`config.mk`:
```
export PLATFORM = sky130hd
export DESIGN_NAME = da_bitserial_ctrl
export DESIGN_NICKNAME = d
export VERILOG_FILES = /design/src/rtl/da_bitserial_ctrl.sv
export SDC_FILE = /design/constraint.sdc
export NUM_CORES = 1
export LEC_CHECK = 0
export CAP_MARGIN = 20
export CORE_MARGIN = 8
export CORE_UTILIZATION = 51
export CTS_CLUSTER_SIZE = 14
export DETAILED_ROUTE_END_ITERATION = 8
export PLACE_DENSITY = 0.81
export RECOVER_POWER = 100
export SLEW_MARGIN = 25
export SYNTH_ARGS = -nofsm -noshare
export SYNTH_HDL_FRONTEND = slang
export SYNTH_SLANG_ARGS = --single-unit
```
`constraint.sdc`:
```
create_clock -name clk -period 2.5 [get_ports clk]
set_input_delay 0.5 -clock clk [delete_from_list [all_inputs] [get_ports clk]]
set_output_delay 0.5 -clock clk [all_outputs]
set_load 0.05 [all_outputs]
```
`src/rtl/da_bitserial_ctrl.sv`:
```
// Bit-serial sequencer for the distributed-arithmetic LUT / shift-accumulate datapath.
// Streams one K-element activation vector LSB first, waits out the pipeline, then hands off the result.
//
//  state   | meaning
//  --------+---------------------------------------------------------------
//  S_IDLE  | no job; start_ready=1
//  S_RUN   | one bit beat per cycle on gen_done/A0/addr_array/t
//  S_DRAIN | waiting PIPE_LAT cycles for the accumulator to settle
//  S_HOLD  | out_valid=1 until out_ready; may accept the next job directly
module da_bitserial_ctrl #(
    parameter int DATA_WIDTH_A = 16,
    parameter int K            = 9,
    parameter int PIPE_LAT     = 2
) (
    input  logic                      clk,
    input  logic                      rst,
    input  logic                      start,
    output logic                      start_ready,
    input  logic [K*DATA_WIDTH_A-1:0] a_vec,
    output logic                      gen_done,
    output logic                      A0,
    output logic [K-2:0]              addr_array,
    output logic [7:0]                t,
    output logic                      acc_clr,
    output logic                      sign_step,
    output logic                      out_valid,
    input  logic                      out_ready,
    output logic                      busy
);

    typedef enum logic [1:0] {
        S_IDLE,
        S_RUN,
        S_DRAIN,
        S_HOLD
    } state_t;

    localparam logic [7:0] T_LAST     = 8'(DATA_WIDTH_A - 1);
    localparam logic [3:0] DRAIN_INIT = (PIPE_LAT > 0) ? 4'(PIPE_LAT - 1) : 4'd0;

    state_t                    state_q, state_d;
    logic [7:0]                t_q, t_d;
    logic [3:0]                cnt_q, cnt_d;
    logic [DATA_WIDTH_A-1:0]   sreg_q [K];
    logic [DATA_WIDTH_A-1:0]   sreg_d [K];
    logic                      gen_q, gen_d;
    logic                      a0_q, a0_d;
    logic [K-2:0]              addr_q, addr_d;
    logic                      clr_q, clr_d;
    logic                      sign_q, sign_d;

    logic [DATA_WIDTH_A-1:0]   a_el [K];
    logic [K-1:0]              beat_bits;
    logic                      accept;

    for (genvar g = 0; g < K; g++) begin : g_slice
        assign a_el[g] = a_vec[g*DATA_WIDTH_A +: DATA_WIDTH_A];
    end

    assign start_ready = (state_q == S_IDLE) | ((state_q == S_HOLD) & out_ready);
    assign accept      = start & start_ready;

    always_comb begin
        state_d   = state_q;
        t_d       = t_q;
        cnt_d     = cnt_q;
        sreg_d    = sreg_q;
        gen_d     = 1'b0;
        a0_d      = 1'b0;
        addr_d    = '0;
        clr_d     = 1'b0;
        sign_d    = 1'b0;
        beat_bits = '0;

        case (state_q)
            S_IDLE: ;
            S_RUN: begin
                if (t_q == T_LAST) begin
                    state_d = (PIPE_LAT == 0) ? S_HOLD : S_DRAIN;
                    cnt_d   = DRAIN_INIT;
                end else begin
                    // register holds a >> (t+1), so bit 0 is the next beat
                    for (int i = 0; i < K; i++) begin
                        beat_bits[i] = sreg_q[i][0];
                        sreg_d[i]    = sreg_q[i] >> 1;
                    end
                    t_d    = t_q + 8'd1;
                    gen_d  = 1'b1;
                    sign_d = ((t_q + 8'd1) == T_LAST);
                end
            end
            S_DRAIN: begin
                if (cnt_q == 4'd0) begin
                    state_d = S_HOLD;
                end else begin
                    cnt_d = cnt_q - 4'd1;
                end
            end
            S_HOLD: begin
                if (out_ready) begin
                    state_d = S_IDLE;
                end
            end
            default: state_d = S_IDLE;
        endcase

        // The t=0 beat is formed straight from a_vec so it appears one cycle after accept.
        if (accept) begin
            state_d = S_RUN;
            t_d     = 8'd0;
            for (int i = 0; i < K; i++) begin
                beat_bits[i] = a_el[i][0];
                sreg_d[i]    = a_el[i] >> 1;
            end
            gen_d  = 1'b1;
            clr_d  = 1'b1;
            sign_d = (T_LAST == 8'd0);
        end

        if (gen_d) begin
            a0_d = beat_bits[0];
            for (int j = 0; j < K - 1; j++) begin
                addr_d[j] = ~(beat_bits[j+1] ^ beat_bits[0]);
            end
        end
    end

    always_ff @(posedge clk) begin
        if (rst) begin
            state_q <= S_IDLE;
            t_q     <= '0;
            cnt_q   <= '0;
            gen_q   <= 1'b0;
            a0_q    <= 1'b0;
            addr_q  <= '0;
            clr_q   <= 1'b0;
            sign_q  <= 1'b0;
            for (int i = 0; i < K; i++) begin
                sreg_q[i] <= '0;
            end
        end else begin
            state_q <= state_d;
            t_q     <= t_d;
            cnt_q   <= cnt_d;
            gen_q   <= gen_d;
            a0_q    <= a0_d;
            addr_q  <= addr_d;
            clr_q   <= clr_d;
            sign_q  <= sign_d;
            sreg_q  <= sreg_d;
        end
    end

    assign gen_done   = gen_q;
    assign A0         = a0_q;
    assign addr_array = addr_q;
    assign t          = t_q;
    assign acc_clr    = clr_q;
    assign sign_step  = sign_q;
    assign out_valid  = (state_q == S_HOLD);
    assign busy       = (state_q != S_IDLE);

endmodule
```
=== Word level (Yosys, flattened, before mapping) ===
Cells that the tools add are included.

* Input bits: 148
* Logic and storage cells: 88
* Bits in writable memories: 0
* Bits in read-only memories: 0
* Output and inout bits: 23
* Memories: 0
* Flip-flop bits (word level): 161
* Bits in latches: 0

* Div/mod/pow operators: 0
* $lt $le $gt $ge: 0
* Shifts and indexed selects: 0
* Reduce and logical (&&, ||, !) cells: 15
* Multipliers: 0
* Equal/unequal tests: 13
* Bitwise operators: 22
* $add $sub $neg: 2
* Muxes and demuxes: 18

{| class="wikitable"
|+ Operators by type and width
! kind !! count
|-
| 143-bit two-way mux || 3
|-
| 9-bit two-way mux || 3
|-
| 8-bit by 4-bit equality test with 1-bit output (second input constant) || 2
|-
| 1-bit inverter || 11
|-
| 8-bit by 1-bit adder with 8-bit output (second input constant) || 1
|-
| 4-bit two-way mux || 2
|-
| 2-bit != test (second input constant) || 4
|-
| 4-bit one-hot mux with 2 select lines || 1
|-
| 4-bit AND reduction || 2
|-
| 1-bit bitwise XOR || 8
|-
| 2-bit two-way mux || 3
|-
| 3-bit != test (second input constant) || 2
|-
| 2-bit one-hot mux with 3 select lines || 1
|-
| 2-bit nonzero test || 3
|-
| 1-bit two-way mux || 5
|-
| 2-bit equality test (second input constant) || 2
|-
| 4-bit zero test || 1
|-
| 2-bit AND reduction || 2
|-
| 4-bit nonzero test || 1
|-
| 2-bit OR reduction || 2
|-
| 4-bit OR reduction || 1
|-
| 4-bit by 1-bit subtractor with 4-bit output (second input constant) || 1
|-
| 3-bit by 1-bit != test with 1-bit output (second input constant) || 1
|-
| 3-bit AND reduction || 1
|-
| 6 further kinds || 7
|}

=== Logic depth before layout (Yosys ltp) ===
* Depth after elaboration: 7
* Mapped depth: 9
* Gate-level depth less buffers: 6

=== Worst setup path after synthesis ===
Ideal clock, no wire load.

* Path type: reg2reg
* Start: register state_q[1]
* End: register a0_q, in the netlist A0
* Path buffers: 2
* Required time: 2.430 ns
* Setup slack: 0.127 ns
* Clock period less this slack: 2.373 ns
* Cell stages (with the launch flop): 8
* Library setup time: 0.070 ns
* Data arrival time: 2.303 ns
* Cells stage by stage: dfxtp_1 > ha_1 > a21o_1 > and2_1 > clkbuf_1 > clkbuf_1 > nand2_1 > a21oi_1

* Cells in the longest elaborated chain, start to end: 7
* Elaborated cells between the ends (all ways): 12
* Those cells by class: eq/ne: 2; mux: 4; bitwise: 4; reduce/logical: 2

{| class="wikitable"
|+ Ends and longest elaborated chain
! what !! RTL line !! RTL
|-
| start, declared || 41 || <nowiki>state_t state_q, state_d;</nowiki>
|-
| start signal, assigned || 142 || <nowiki>state_q <= state_d;</nowiki>
|-
| 2-bit equality test (*) || -- ||
|-
| via out_valid || 26 || <nowiki>output logic out_valid,</nowiki>
|-
| 1-bit AND (*) || 60 || <nowiki>assign start_ready = (state_q == S_IDLE) | ((state_q == S_HOLD) & out_ready);</nowiki>
|-
| 1-bit bitwise OR (*) || 60 ||
|-
| via start_ready || 18 || <nowiki>output logic start_ready,</nowiki>
|-
| 1-bit AND (*) || 61 || <nowiki>assign accept = start & start_ready;</nowiki>
|-
| 1-bit two-way mux || 108 || <nowiki>if (accept) begin</nowiki>
|-
| 1-bit inverter (no source line) || -- ||
|-
| 2-bit OR reduction (no source line) || -- ||
|-
| end signal, assigned || 134 || <nowiki>a0_q <= 1'b0;</nowiki>
|-
| end signal, assigned || 146 || <nowiki>a0_q <= a0_d;</nowiki>
|-
| end, declared || 47 || <nowiki>logic a0_q, a0_d;</nowiki>
|}

The timed path passes the listed nets; every way through them passes the cells marked *.
A chain may end at the register's enable or synchronous reset.

=== Worst setup path in the final report ===
* Start: register state_q[1]
* End: output out_valid

* Cells in the longest elaborated chain, start to end: 1

{| class="wikitable"
|+ Ends and longest elaborated chain
! what !! RTL line !! RTL
|-
| 2-bit equality test || 160 || <nowiki>assign out_valid = (state_q == S_HOLD);</nowiki>
|-
| end, declared || 26 ||
|}

No other way between the ends.

==> results.md <==
* Gr ovfl total at 0
* DP HPWL at 13000 um
* Iteration-0 DRC count of the detailed router at 565
* Clock transition at path regs at 0.06 ns
* DR WL/cell at 15.9 um
* CP arrival at 1.91 ns
* First-pass GRT wire length at 32800 um
* CTS H-tree lvls at 4
* Number of enable flip-flop cells after synthesis at 0
* Ys async rst share at 0%
* Worst hold slack at 0.465 ns
* # port buffers at 170
* Sequential share of the synthesized area at 42.2%
* Top Ports at 171
* Core area at 14600 um2
* Remaining max-slew budget at the tightest pin at 57.4%
* Synthesized area per cell at 8.29 um2
* Critical Path End Type: output pin
* CTS tree: yes
* Maximum Capacitance Violations at 0
* Synth area leaders: dfxtp_1 42%, nand2_1 14%, a311oi_2 13%
* Max Clock Skew at 0.0113 ns
* Total clock sinks at 161
* Yosys reg bits at 161
* # rows at 44
* Fraction of layout cells with a size suffix above 1 at 8.82%
* Slowest-stage cell, CP: clkdlybuf4s50_1
* Static Leak at 3.52 nW
* Die height at 138 um
* # hold bufs at CTS at 0
* Syn nets at 1075
* First drt pass iteration count at 7
* Largest net degree at the start of global routing at 94
* Critical path type: reg2out
* Max IR drop VDD at 580 uV
* Post-CTS sizing at 0
* Period utilisation layout at 96.3%
* Hold Fails Final Rpt at 0
* Syn Std Cell Area at 7630 um2
* Post-route setup slack at 0.0930 ns
* Most frequent cells after synthesis: 275 x nand2_1, 161 x dfxtp_1, 130 x nor2_1, 65 x a311oi_2
* Crit Path Max Fanout at 4
* Worst Tran Pin Value at 0.639 ns
* Vias per inst at 5.57
* Netlist cell types at 44
* Final ANT Viol Nets at 0
* Warnings, synthesis at 0
* RSZ-0062 raised after global routing: false
* CP peak stage delay at 0.83 ns
* Fin nets at 1197
* # setup viols final at 0
* Routability cong. at 0.765
* HP Class: reg2reg
* Post-CTS setup buffer count at 0
* Antenna violations before repair at 0
* Cells after Synth at 920
* Fmax at 415 MHz
* Yosys top cell by area: dfxtp_1
* Dominant synthesized flop cell: dfxtp_1
* Worst skew pair latency at 0.42 ns
* GRT Util Overall at 20.2%
* # fillers at 1224
* Final worst path period need at 2.41 ns
* Clk root buf: clkbuf_16
* Clk buf depth at 2
* Worst path cell trace: ha_1 -> clkdlybuf4s50_1
* Final Max Tran Viols at 0
* CTS Buf Count at 17
* Cell family with most CP delay: buffers and inverters
* CP required at 2.00 ns
* Pwr dens at 1040 nW/um2
* Initial Utilization at 52.3%
* Dpl ws at 0.236 ns
* Synth top area share at 42.2%
* Post-Route WL at 19800 um
* Via Count at 6896
* Vias in the first global route at 6589
* Layout area overhead at 28.4%
* Outcome: complete, no violations
* Count leader, synth: nand2_1
* Drt drc at 0
* ANT cells at 0
* Worst path buffer plus inverter count at 1
* Die Span X at 138 um
* Fin Setup TNS at 0 ns
* Worst setup SP type: flop
* Die Area at 19100 um2
-- flip-flops by register name, indices dropped and copies added, names as in the netlist --
| name | flops |
|---|---|
| A0 | 1 |
| acc_clr | 1 |
| addr_array | 8 |
| cnt_q | 4 |
| gen_done | 1 |
| sign_step | 1 |
| sreg_q | 135 |
| state_q | 2 |
| t | 8 |
-- worst reg2reg max path, stage by stage (launching register included) --
cell and delay, ns:
dfxtp_1 0.46, ha_1 0.20, clkbuf_1 0.27, nand3_1 0.18, o21ai_4 0.27, buf_12 0.30
nand2_1 0.17, a311oi_1 0.30
-- cell type report --
| cell class | count | area, um2 | area share, % |
|---|---|---|---|
| timing repair buffer | 190 | 1970 | 20.1 |
| multi-input combinational | 664 | 3760 | 38.3 |
| inverter | 8 | 30.0 | 0.306 |
| tap | 184 | 230 | 2.35 |
| clock inverter | 13 | 136 | 1.39 |
| sequential | 161 | 3220 | 32.9 |
| clock buffer | 19 | 453 | 4.62 |
-- path summary, 6_finish.rpt --
check / startpoint / to / slack [ns] / cells past startpoint
max: state_q[1] / out_valid / 0.09 / 2
min: sreg_q[14] / sreg_q[14] / 0.46 / 2
max reg2reg: t[0] / sreg_q[104] / 0.26 / 7
min reg2reg: sreg_q[14] / sreg_q[14] / 0.46 / 2
-- cell families (layout without fill, tap and decap cells) --
kind of cell,after synthesis,in the layout,share of synthesized area [%]
multiplexers,2,2,0.262
buffers and inverters,95,230,6.08
flip-flops,161,161,42.2
adder cells (fa/ha/maj),7,7,1.15
XOR/XNOR,20,20,2.30
AND/OR/NAND/NOR,455,455,23.8
AO/OA/AOI/OAI,180,180,24.2
-- report_power, final --
| part | switching, mW | internal, mW | total (mW) |
|---|---|---|---|
| combinational | 2.39 | 1.48 | 3.87 |
| sequential | 0.433 | 3.33 | 3.77 |
| clock | 1.05 | 1.52 | 2.57 |
| total | 3.87 | 6.33 | 10.2 |
-- placed cells by master (no fill, tap or decap), types with 6 or more instances in the layout --
cell / count
dlygate4sd3_1: 20
inv_1: 8
a311oi_1: 94
a311oi_2: 33
ha_1: 7
buf_4: 6
nand3_1: 25
a21oi_1: 32
nor2_1: 130
dfxtp_1: 161
clkdlybuf4s50_1: 147
buf_12: 11
clkbuf_16: 17
nand2_1: 274
xnor2_1: 18
-- per-layer routing --
layer  part of all wire (%)  wire length, um  track usage (%)
met1                     47             9290             27.0
met2                     46             9070             31.0
met3                    6.3             1250             6.23
met4                   0.70              138             4.75
met5                      0                0                0
-- stage by stage --
| step | power (mW) | utilization (%) | instance area (um2) | cells |
|---|---|---|---|---|
| after global routing | 10.9 | 67.2 | 9800 | 1239 |
| after floorplan | 6.80 | - | 7630 | 920 |
| final | 10.2 | 67.2 | 9800 | 1239 |
| after global placement | 7.82 | 64.8 | 9460 | 1207 |
| after detailed placement | 7.93 | 64.8 | 9460 | 1207 |
| after CTS | 10.5 | 68.9 | 10000 | 1239 |
Power figures use the tool's default switching activity.
==> RTL change 1 (same flow settings) <==
Reset style: asynchronous (`rst`), changed in one clocked block.
--- a/src/rtl/da_bitserial_ctrl.sv
+++ b/src/rtl/da_bitserial_ctrl.sv
@@ -127,3 +127,3 @@
 
-    always_ff @(posedge clk) begin
+    always_ff @(posedge clk or posedge rst) begin
         if (rst) begin
Check against the original RTL: differs if rst is asserted again (counterexample within 4 cycles, from zero or initial values and one cycle with rst high); with rst held inactive, the same outputs for 10 cycles.
==> RTL change 1 against the unedited design <==
- synthesized cell count down 1.8%
- setup slack better by 41 ps
- total power up 19%
- sequential cell count unchanged
- synthesized area up 1.7%
- core utilization up 0.34 points
- cell count down 0.97%
- final area up 3.6%
- sequential share of layout area up 6.8 points
- critical path depth down 1
- via count up 1.7%
- routed wire length up 2.3%
- critical path type unchanged
==> RTL change 1: results (changes against the unedited design) <==
The routed wirelength normalized by instance count was 16.48 µm (was 15.95 µm). The worst endpoint data arrival time came out at 1870 ps (was 1910 ps). The total global-route track usage came out at 21.34% (was 20.18%). The setup skew after layout came out at 8.768 ps (was 11.27 ps). The final-layout fill cell count is 1,213 (was 1,224). The wire length on met1 came out at 8.950 mm (was 9.294 mm). The number of flip-flops under the largest register name is 135 (unchanged). The estimated wirelength of the detail-placed design was 13.55 mm (was 13.04 mm).

The clock sink count is 161 (unchanged). The number of nets produced by synthesis was 1,059 (was 1,075). The maximum fanout count along the critical path is 9 (was 4). The startpoint of the most critical register-to-register path is t[4] (was t[0]). The growth of design area from synthesis to finish is 30.84% (was 28.43%). The pin count of the biggest net entering global routing is 85 (was 94).

The per-cell via count in the routed design is 5.715 (was 5.566). The area of combinational cells with multiple inputs is 0.003292 mm² (was 0.003756 mm²). The final instance area was 0.01015 mm² (was 0.009801 mm²). The fraction of registers with async set/reset is 100.0% (was 0%).

The placement-stage cell area is 0.009681 mm² (was 0.009459 mm²). The first-pass detailed-route iteration total is 4 (was 7). Run status: complete, no violations (unchanged). The number of global-route vias before repair came to 6,727 (was 6,589). The detailed route wirelength on metal2 came to 9.759 mm (was 9.074 mm). The met2 usage in global routing came out at 32.93% (was 30.99%).

The number of multi-input combinational cells was 648 (was 664). The routability-driven placement congestion ratio is 0.7890 (was 0.7653). The violation count after the first detailed-routing iteration came out at 618 (was 565). The first element of the critical path is t[6] (was state_q[1]).

The sequential area share after synthesis came to 51.94% (was 42.24%). The number of clock buffers in the layout came out at 20 (was 19). The launch instance of the worst min-delay path is sreg_q[78] (was sreg_q[14]). The global routing met1 resource utilization came to 28.98% (was 27.02%). The area occupied by registers came to 0.004029 mm² (was 0.003223 mm²). The clock network contribution to total cell area came out at 5.683% (was 6.013%).

The sum of routed wire length over all layers came out at 20.22 mm (was 19.76 mm). The global-route wire length before repair came out at 34.08 mm (was 32.78 mm). The worst ir drop on vdd came out at 0.0005751 V (was 0.0005796 V). The slowest library cell on the worst path is sky130_fd_sc_hd__dlygate4sd3_1 (was sky130_fd_sc_hd__clkdlybuf4s50_1). The distinct cell type count of the synthesized netlist is 40 (was 44). The number of cells in the design after placement came out at 1,196 (was 1,207). The family with the most delay on the worst path is buffers and inverters (unchanged). The relative area of non-clock buffer cells in the final design is 19.53% (was 20.12%). The met3 demand-to-capacity share in global routing is 5.096% (was 6.233%). The number of ordinary inverters in the final layout came out at 9 (was 8). The transition time at the pin with the least slew margin came out at 982.0 ps (was 638.7 ps). Most common library cells after synthesis: 373 x sky130_fd_sc_hd__nand3_1, 161 x sky130_fd_sc_hd__dfrtp_1, 160 x sky130_fd_sc_hd__nand2_1 (was 275 x sky130_fd_sc_hd__nand2_1, 161 x sky130_fd_sc_hd__dfxtp_1, 130 x sky130_fd_sc_hd__nor2_1). The leakage power total was 4.616 nW (was 3.524 nW). The number of instances in the synthesized netlist came out at 903 (was 920).

The placement-stage worst setup slack came out at 266.2 ps (was 235.8 ps). The met3 layer wire length in the routed design is 1.208 mm (was 1.250 mm).
[RTL change 1: where the power goes]
group / switching, W / internal (W)
Combinational: 0.00318 / 0.00197
Sequential: 0.000673 / 0.00377
Clock: 0.00102 / 0.00156
[RTL change 1: final timing paths]
kind,endpoint,slack (ps),depth (start not counted)
worst max-delay path,t[6],130,1
worst min-delay path,sreg_q[78],500,2
worst max register to register,t[2],210,5
worst min register to register,sreg_q[78],500,2
max in group asynchronous,sreg_q[108],360,3
min in group asynchronous,t[7],700,2
[RTL change 1: cells by family after synthesis]
group / Yosys count / share of synthesized area (%)
buffers and inverters: 94 / 5.629
AND/OR/NAND/NOR: 573 / 34.82
AO/OA/AOI/OAI: 40 / 3.226
XOR/XNOR: 24 / 2.710
multiplexers: 3 / 0.3871
adder cells (fa/ha/maj): 8 / 1.290
flip-flops: 161 / 51.94
[RTL change 1: what timing repair did]
| action | in CTS | in global routing |
|---|---|---|
| setup endpoints to repair | 1 | 1 |
| hold buffers | 0 | 0 |
| resized for setup | 1 | 1 |
==> RTL change 2 (same flow settings) <==
Without the edit above. `DATA_WIDTH_A`: 16 -> 12.
--- a/src/rtl/da_bitserial_ctrl.sv
+++ b/src/rtl/da_bitserial_ctrl.sv
@@ -10,3 +10,3 @@
 module da_bitserial_ctrl #(
-    parameter int DATA_WIDTH_A = 16,
+    parameter int DATA_WIDTH_A = 12,
     parameter int K            = 9,
Ports: changed (resized a_vec); port bits go from 171 to 135. No check against the original RTL was run, so the function may have changed too.
==> RTL change 2 against the unedited design <==
- final area decreased by 22%
- total power decreased by 16%
- largest power group unchanged
- clock skew about the same
- setup slack improved by 23 ps
- cell count decreased by 22%
- routed wire length decreased by 20%
- synthesized area decreased by 27%
- critical endpoint is now t[5]
- sequential cell count decreased by 36
- first-iteration DRC count increased by 6.4%
- sequential share of layout area about the same
- via count decreased by 20%
==> RTL change 2: results (changes against the unedited design) <==
Run status: complete, no violations (unchanged). The clock share of power is 31.2% (was 25.2%). The transition time at the pin with the least slew margin came to 643.3 ps (was 638.7 ps). The share of final-layout standard cells stronger than drive strength 1 is 5.690% (was 8.815%). The routed wirelength normalized by instance count is 16.44 µm (was 15.95 µm). The power in the clock group came out at 0.00266 W (was 0.00257 W).

The first-pass detailed-route iteration total came out at 6 (was 7). The maximum fanout count along the critical path came out at 7 (was 4). The met3 demand-to-capacity share in global routing is 4.709% (was 6.233%). The latest clock arrival within the worst-skew pair is 520 ps (was 420 ps). The estimated wirelength of the detail-placed design is 10.05 mm (was 13.04 mm). The met3 layer wire length in the routed design is 958 µm (was 1.250 mm). The setup skew after layout came out at 11.53 ps (was 11.27 ps). The root buffer selected by CTS was sky130_fd_sc_hd__clkbuf_8 (was sky130_fd_sc_hd__clkbuf_16).

The number of flip-flops under the largest register name came out at 99 (was 135). The distinct cell type count of the synthesized netlist came out at 38 (was 44). The detailed route wirelength on metal2 is 7.744 mm (was 9.074 mm). The global routing met1 resource utilization came out at 26.09% (was 27.02%). The per-cell via count in the routed design came out at 5.724 (was 5.566). The placement-stage worst setup slack is 114.4 ps (was 235.8 ps). The number of nets produced by synthesis was 833 (was 1,075). Biggest area contributors in the synthesized netlist: sky130_fd_sc_hd__dfxtp_1 45%, sky130_fd_sc_hd__a311oi_1 15%, sky130_fd_sc_hd__nand2_1 14% (was sky130_fd_sc_hd__dfxtp_1 42%, sky130_fd_sc_hd__nand2_1 14%, sky130_fd_sc_hd__a311oi_2 13%).

The leakage power total is 2.766 nW (was 3.524 nW). The placement-stage cell area is 0.007020 mm² (was 0.009459 mm²). The sum of routed wire length over all layers is 15.88 mm (was 19.76 mm). The number of cells in the design after placement came out at 934 (was 1,207).

The global-route wire length before repair came out at 25.59 mm (was 32.78 mm). The internal power consumption came out at 0.005427 W (was 0.006331 W). The delay of the slowest critical-path stage came out at 920 ps (was 830 ps). The number of global-route vias before repair came out at 5,317 (was 6,589). The register share of total power is 34.1% (was 36.9%). The wire length on met1 is 6.821 mm (was 9.294 mm).

The worst ir drop on vdd is 0.0006208 V (was 0.0005796 V). The sequential area share after synthesis came out at 44.91% (was 42.24%). The total global-route track usage is 21.45% (was 20.18%). The routability-driven placement congestion ratio was 0.8189 (was 0.7653). The violation count after the first detailed-routing iteration came out at 601 (was 565). The slowest library cell on the worst path was sky130_fd_sc_hd__dlygate4sd3_1 (was sky130_fd_sc_hd__clkdlybuf4s50_1). The number of port buffers came out at 134 (was 170).
-- RTL change 2: cell families after synthesis --
kind of cell	synth area share, %
AND/OR/NAND/NOR	25.08
AO/OA/AOI/OAI	19.27
flip-flops	44.91
buffers and inverters	5.682
XOR/XNOR	3.301
adder cells (fa/ha/maj)	1.572
multiplexers	0.1797
-- RTL change 2: timing repair --
item / in CTS / in global routing
resized for setup: 2 / 1
pin swaps: 0 / 0
hold buffers: 0 / 0
setup endpoints to repair: 2 / 1
-- RTL change 2: area by class of cell --
cell class | instances | area (µm²)
clock buffers | 21 | 449.2
well taps | 140 | 175.2
multi-input cells | 513 | 2770
flip-flops and latches | 125 | 2502
repair buffers | 146 | 1494
clock inverters | 11 | 188.9
fillers | 856 | 3128
inverters | 10 | 37.54
-- RTL change 2: final timing paths --
kind	end	slack, ps	cells after the start
worst max-delay path	t[5]	120	1
worst min-delay path	addr_array[4]	370	2
worst max register to register	sreg_q[26]	200	6
worst min register to register	sreg_q[34]	470	2
